**config.mk**
```make
export PLATFORM = sky130hd
export DESIGN_NAME = aes_core_arbiter
export DESIGN_NICKNAME = d
export VERILOG_FILES = /design/src/rtl/aes_core_arbiter.sv
export SDC_FILE = /design/constraint.sdc
export NUM_CORES = 1
export LEC_CHECK = 0
export CAP_MARGIN = 25
export CORE_AREA = 2 2 401 403
export DETAILED_ROUTE_END_ITERATION = 10
export DIE_AREA = 0 0 403 405
export GPL_ROUTABILITY_DRIVEN = 0
export GPL_TIMING_DRIVEN = 1
export PLACE_DENSITY = 0.42
export SYNTH_ARGS = -nofsm -noshare
export SYNTH_HDL_FRONTEND = slang
export SYNTH_SLANG_ARGS = --single-unit
```
**constraint.sdc**
```tcl
create_clock -name clk -period 2.7 [get_ports clk]
set_input_delay 0.54 -clock clk [delete_from_list [all_inputs] [get_ports clk]]
set_output_delay 0.54 -clock clk [all_outputs]
set_load 0.03 [all_outputs]
```
**src/rtl/aes_core_arbiter.sv**
```systemverilog
// Two-requester front end for one AES-128 core; optional wait timeout under AES_ARB_TIMEOUT_EN.
// Latency: accept->core_start 1 cycle, core_valid->rsp_valid 1 cycle.
// Backpressure: one block in flight; req_ready stays low until the held response is taken.
module aes_core_arbiter #(
  parameter int unsigned TIMEOUT_CYCLES = 64
) (
  input  logic         clk,
  input  logic         rst,
  input  logic [1:0]   req_valid,
  output logic [1:0]   req_ready,
  input  logic [127:0] req_key0,
  input  logic [127:0] req_key1,
  input  logic [127:0] req_pt0,
  input  logic [127:0] req_pt1,
  output logic [1:0]   rsp_valid,
  input  logic [1:0]   rsp_ready,
  output logic [127:0] rsp_data,
  output logic         rsp_err,
  output logic         core_start,
  output logic [127:0] core_key,
  output logic [127:0] core_plaintext,
  input  logic [127:0] core_ciphertext,
  input  logic         core_valid,
  output logic         busy
);

  typedef enum logic [1:0] {IDLE, ISSUE, WAIT, RESP} state_t;

  state_t state, state_nxt;
  logic   ptr;
  logic   gnt;
  logic   gnt_q;
  logic   accept;
  logic   core_done;
  logic   rsp_done;
  logic   timeout;

  if (TIMEOUT_CYCLES < 16 || TIMEOUT_CYCLES > 255) begin : g_bad_timeout
    $error("aes_core_arbiter: TIMEOUT_CYCLES must be within 16..255");
  end

  // A lone requester wins outright; contention is settled by the alternating pointer.
  always_comb begin
    gnt = ptr;
    case (req_valid)
      2'b01:   gnt = 1'b0;
      2'b10:   gnt = 1'b1;
      default: gnt = ptr;
    endcase
  end

  assign accept     = (state == IDLE) && (req_valid != 2'b00);
  assign req_ready  = accept ? (gnt ? 2'b10 : 2'b01) : 2'b00;
  assign core_done  = (state == WAIT) && core_valid;
  assign rsp_done   = (state == RESP) && rsp_ready[gnt_q];
  assign core_start = (state == ISSUE);
  assign busy       = (state != IDLE);
  assign rsp_valid  = (state == RESP) ? (gnt_q ? 2'b10 : 2'b01) : 2'b00;

`ifdef AES_ARB_TIMEOUT_EN
  logic [7:0] timer;
  logic [7:0] timer_inc;
  logic       rsp_err_q;

  assign timer_inc = timer + 8'd1;
  assign timeout   = (state == WAIT) && !core_valid && (timer_inc == 8'(TIMEOUT_CYCLES));
  assign rsp_err   = rsp_err_q;

  always_ff @(posedge clk) begin
    if (rst) begin
      timer     <= 8'd0;
      rsp_err_q <= 1'b0;
    end else begin
      if (state == ISSUE) begin
        timer <= 8'd0;
      end else if (state == WAIT) begin
        timer <= timer_inc;
      end
      if (core_done) begin
        rsp_err_q <= 1'b0;
      end else if (timeout) begin
        rsp_err_q <= 1'b1;
      end
    end
  end
`else
  assign timeout = 1'b0;
  assign rsp_err = 1'b0;
`endif

  always_ff @(posedge clk) begin
    if (rst) begin
      state <= IDLE;
    end else begin
      state <= state_nxt;
    end
  end

  always_comb begin
    state_nxt = state;
    case (state)
      IDLE:  if (accept) state_nxt = ISSUE;
      ISSUE: state_nxt = WAIT;
      WAIT:  if (core_done || timeout) state_nxt = RESP;
      RESP:  if (rsp_done) state_nxt = IDLE;
      default: state_nxt = IDLE;
    endcase
  end

  // Operands are only written on accept, so they hold steady for the core until the next grant.
  always_ff @(posedge clk) begin
    if (rst) begin
      ptr            <= 1'b0;
      gnt_q          <= 1'b0;
      core_key       <= '0;
      core_plaintext <= '0;
      rsp_data       <= '0;
    end else begin
      if (accept) begin
        core_key       <= gnt ? req_key1 : req_key0;
        core_plaintext <= gnt ? req_pt1 : req_pt0;
        ptr            <= ~gnt;
        gnt_q          <= gnt;
      end
      if (core_done) begin
        rsp_data <= core_ciphertext;
      end else if (timeout) begin
        rsp_data <= '0;
      end
    end
  end

endmodule
```
# == After elaboration in Yosys (flattened, before gate mapping) ==
# Cells that the tools add are included.
# totals
out_inout_bits,391
inputBits,647
wordCells,36
regBits,388
# classes
n_bitwise,1
reduce_logical,7
order_cmp,1
n_mux,13
n_eq_ne,8
# ops
op,n
128-bit two-way mux,2
2-bit two-way mux,7
2-bit one-hot mux with 4 select lines,1
"2-bit == test, second input constant",3
"2-bit != test, second input constant",3
"2-bit by 1-bit == test with 1-bit output, second input constant",2
2-bit nonzero test,2
1-bit logical AND,3
3-bit AND reduction,1
2-bit zero test,1
"1-bit by 2-bit less-than comparator with 1-bit output, second input constant",1
1-bit two-way mux,2
1-bit one-hot mux with 2 select lines,1
1-bit inverter,1

# == Logic depth before layout (Yosys ltp) ==
# logic_depth
depth_word,5
ltp_mapped,8
mapped_depth_nobuf,5

# == Worst setup path before layout ==
# No wires, ideal clock.
# synth_path
path_type,input -> output
start,input req_valid[0]
end,output req_ready[0]
slack_ns,0.265
path_stages,7
path_buffers,2
t_required_ns,2.160
arrival_time_ns,1.895
path_cell_list,inv_1 > ha_1 > mux2i_4 > buf_4 > buf_6 > nand2_1 > inv_1
# synth_via
elab_chain_cells,4
word_cells_on_any_way,7
classes_between,2 x eq/ne; 3 x mux; 2 x reduce/logical
# synth_rtl
element,line_no,text
from (decl),9,"input logic [1:0] req_valid,"
2-bit == test or 2-bit by 1-bit == test with 1-bit output (tied branches),45,case (req_valid)
1-bit one-hot mux with 2 select lines,45,
2-bit two-way mux,53,assign req_ready = accept ? (gnt ? 2'b10 : 2'b01) : 2'b00;
2-bit two-way mux (*),53,
to (decl),10,"output logic [1:0] req_ready,"
# Every way passes the cells marked *; elsewhere a longest branch is shown, timed or not.

# == Worst setup path in the final report ==
# Same ends and word-level chain as after synthesis.

==> key figures <==
Run status
  – Status: finished, final reports clean

Setup path
  – CP max stage delay: 0.45 ns
  – Buffer and inverter count on the worst path: 5
  – CP top delay family: buffers and inverters
  – Critical path fanouts, max: 2
  – CP endpoint kind: output pin
  – CP Data Arrival Time: a little under 2 ns
  – Slowest CP cell: clkdlybuf4s50_1
  – Setup CP Type: primary input to output pin
  – Setup slack, reg-to-reg: 0.69 ns
  – Crit path cell chain: clkdlybuf4s50_1, inv_1, ha_4, mux2i_4, buf_4, nand2_1, inv_1, buf_4
  – Worst Path Required: about 2.2 ns
  – Crit start category: primary input

Floorplanning
  – Top Ports: slightly above 1k
  – Rows: between 100 and 150
  – Full die area: between 150000 and 200000 um^2
  – Chip height: ~410 um
  – Die Width: approximately 400 um
  – Core area: roughly 160000 um^2
  – Initial Util: between 9 and 10%

Logic synthesis
  – Syn Std Cell Area: 15900 um^2
  – Synth Register Bits: 388
  – Complex-gate fraction of the synthesized area: roughly 16%
  – Simple-gate share of the synthesized area: approximately 13%
  – Main combinational cell family by area after synthesis: multiplexers
  – Post-Synth Adder-Cell Area: less than 1%
  – Synthesized net count: between 2k and 2.5k
  – Xor and xnor area share after synthesis: 0%
  – Mux cell area share after synthesis: 16.4%
  – Sequential share of the synthesized area: 48.8%
  – Syn Inst Count: between 1.5k and 2k
  – YS warnings: 0
  – Syn Area/Cell: roughly 9.2 um^2
  – Netlist cell types: 22

CTS
  – Clock-pin slew on the worst setup and hold paths: approximately 0.050 ns
  – Root buf cell: clkbuf_16
  – TritonCTS clock tree: built
  – Maximum clock insertion buffer count: 3
  – Clock sink count: ~390
  – # hold bufs at CTS: 0
  – Num CTS Buffers: 55
  – Number of H-tree levels: 2
  – Clk_lat worst skew: about 0.65 ns

Job
  – Max-Cap Viols: 0

STA
  – Slew HR: between 50% and 60%
  – Worst-margin pin slew: 0.683 ns
  – Final setup viols: 0
  – Max Clock Skew: 0.0149 ns
  – Setup tns final: 0 ns
  – Fin crit period: 2.52 ns
  – Final period utilization: between 90 and 100%
  – RSZ-0062 raised after global routing: false
  – Fmax achieved: 0.396 GHz
  – Max Slew Vio Count: 0
  – Fin. Hold Viols: 0

Drt
  – Vias post-DR: approximately 17k
  – Drt wl/cell: about 22 um
  – DRC violation count after routing: 0
  – DR pass1 iterations: 6
  – Final WL: 109 mm
  – Routed Antenna Nets: 0
  – Initial DRC count: roughly 730
  – Vias per Instance: around 3.4

Power
  – Pleak: ~12 nW
  – Worst vdd ir: roughly 470 uV
  – Total Power: 30.5 mW
  – Pwr/cell area: ~980 nW/um^2

Placed design
  – Dpl hpwl: approximately 90 mm
  – Placed Area: 29300 um^2
  – IO buf count: 1036

Global routing
  – Vias in the first global route: roughly 17k
  – First-pass GRT wire length: 144 mm
  – Initial antenna violation count: 50
  – GRT Total Usage: around an eighth
  – Largest net degree at the start of global routing: between 100 and 150
  – Total grt overflow: 0

Hold path
  – HP Class: primary input to flop

Final layout
  – Fraction of layout cells with a size suffix above 1: just over 7%
  – # fillers: 17.7k
  – Layout area overhead: 95.1%
  – Final instance area: slightly above 30000 um^2
  – Final net count: about 3.4k
## synth_stat cells, drive strengths merged
cell,instances,share of area (%)
a2111oi,1,0.055
a211oi,257,12
a21oi,129,4.1
and2,2,0.079
and3b,1,0.055
buf,52,2.5
clkbuf,105,2.5
conb,1,0.024
dfxtp,388,49
ha,8,0.63
inv,6,0.14
mux2i,260,16
nand2,259,6.1
nand2b,4,0.16
nor2,258,6.1
nor2b,3,0.12
nor3b,1,0.047
o21bai,1,0.047
## path summary, 6_finish.rpt
check             cells past startpoint          from                  end
setup / recovery                      8  req_valid[0]         req_ready[0]
hold / removal                        2           rst         core_key[59]
setup reg to reg                      8      state[0]  core_plaintext[116]
hold reg to reg                       2  rsp_data[52]         rsp_data[52]
## power breakdown
group          switching [mW]  internal (mW)
combinational            8.47           6.04
clock                    3.02           4.26
sequential               1.22           7.49
total                    12.7           17.8
## metrics by stage
stage / setup slack [ns] / hold WS [ns] / cells / utilization, %
after floorplan: 0.265 / 0.479 / 1736 / -
after global routing: 0.0223 / 0.222 / 4905 / 19.5
final: 0.177 / 0.222 / 4910 / 19.5
after CTS: 0.0167 / 0.190 / 4905 / 19.5
after global placement: -0.277 / 0.442 / 4804 / 18.4
after detailed placement: -0.262 / 0.446 / 4804 / 18.4
## state kept, by name, indices dropped and copies added, names as in the netlist
name / cells
core_key: 128
state: 2
gnt_q: 1
ptr: 1
core_plaintext: 128
rsp_data: 128
## cell families after synthesis
family,Yosys count
compound gates,388
fa+ha+maj,8
buf+inv,163
flops,388
mux,260
other cells,1
simple gates,528
## placed cells by master, fill, tap and decap left out, drive strengths merged
master and instances:
diode 5, nand2b 4, o21bai 1, nor3b 1
nor2 258, conb 1, clkbuf 87, a211oi 257
mux2i 260, dlymetal6s2s 1, a2111oi 1, and3b 1
a21oi 129, inv 10, and2 2, dlygate4sd2 4
clkinv 4, nand2 259, dfxtp 388, ha 8
clkdlybuf4s50 1021, nor2b 3, clkinvlp 3, buf 114
bufinv 2
## timing repair
action / in CTS / in global routing
setup buffers: 1 / 0
pin swaps: 0 / 0
endpoints found under the setup margin: 5 / 2
resized for setup: 5 / 2
## worst register-to-register path, stage by stage (launching register included)
cell      delay, ns
dfxtp_1        0.34
inv_1          0.11
ha_2           0.29
nor2b_4        0.27
buf_12         0.19
buf_12         0.21
buf_4          0.20
nor2_1         0.06
a211oi_1       0.24
## layout make-up
cell class                      count  area, um^2  share of cell area, %
Sequential cell                   388        7770                   25.0
Inverter                            6        22.5                 0.0726
Antenna cell                        5        12.5                 0.0403
Clock buffer                       87        1620                   5.21
Multi-Input combinational cell   1185        7360                   23.7
Timing Repair Buffer             1140       11500                   37.1
Clock inverter                     13         138                  0.443
Tap cell                         2086        2610                   8.41
## layer usage
metal  track usage, %  part of all wire (%)  vias up
met4             2.05                   1.6       42
met3             5.88                    10      141
met2             22.5                    50      634
met1             13.9                    38     7917
li1                 -                     -     8178
met5                0                  0.27        -
Note: power is estimated with default switching activity, not from simulation.
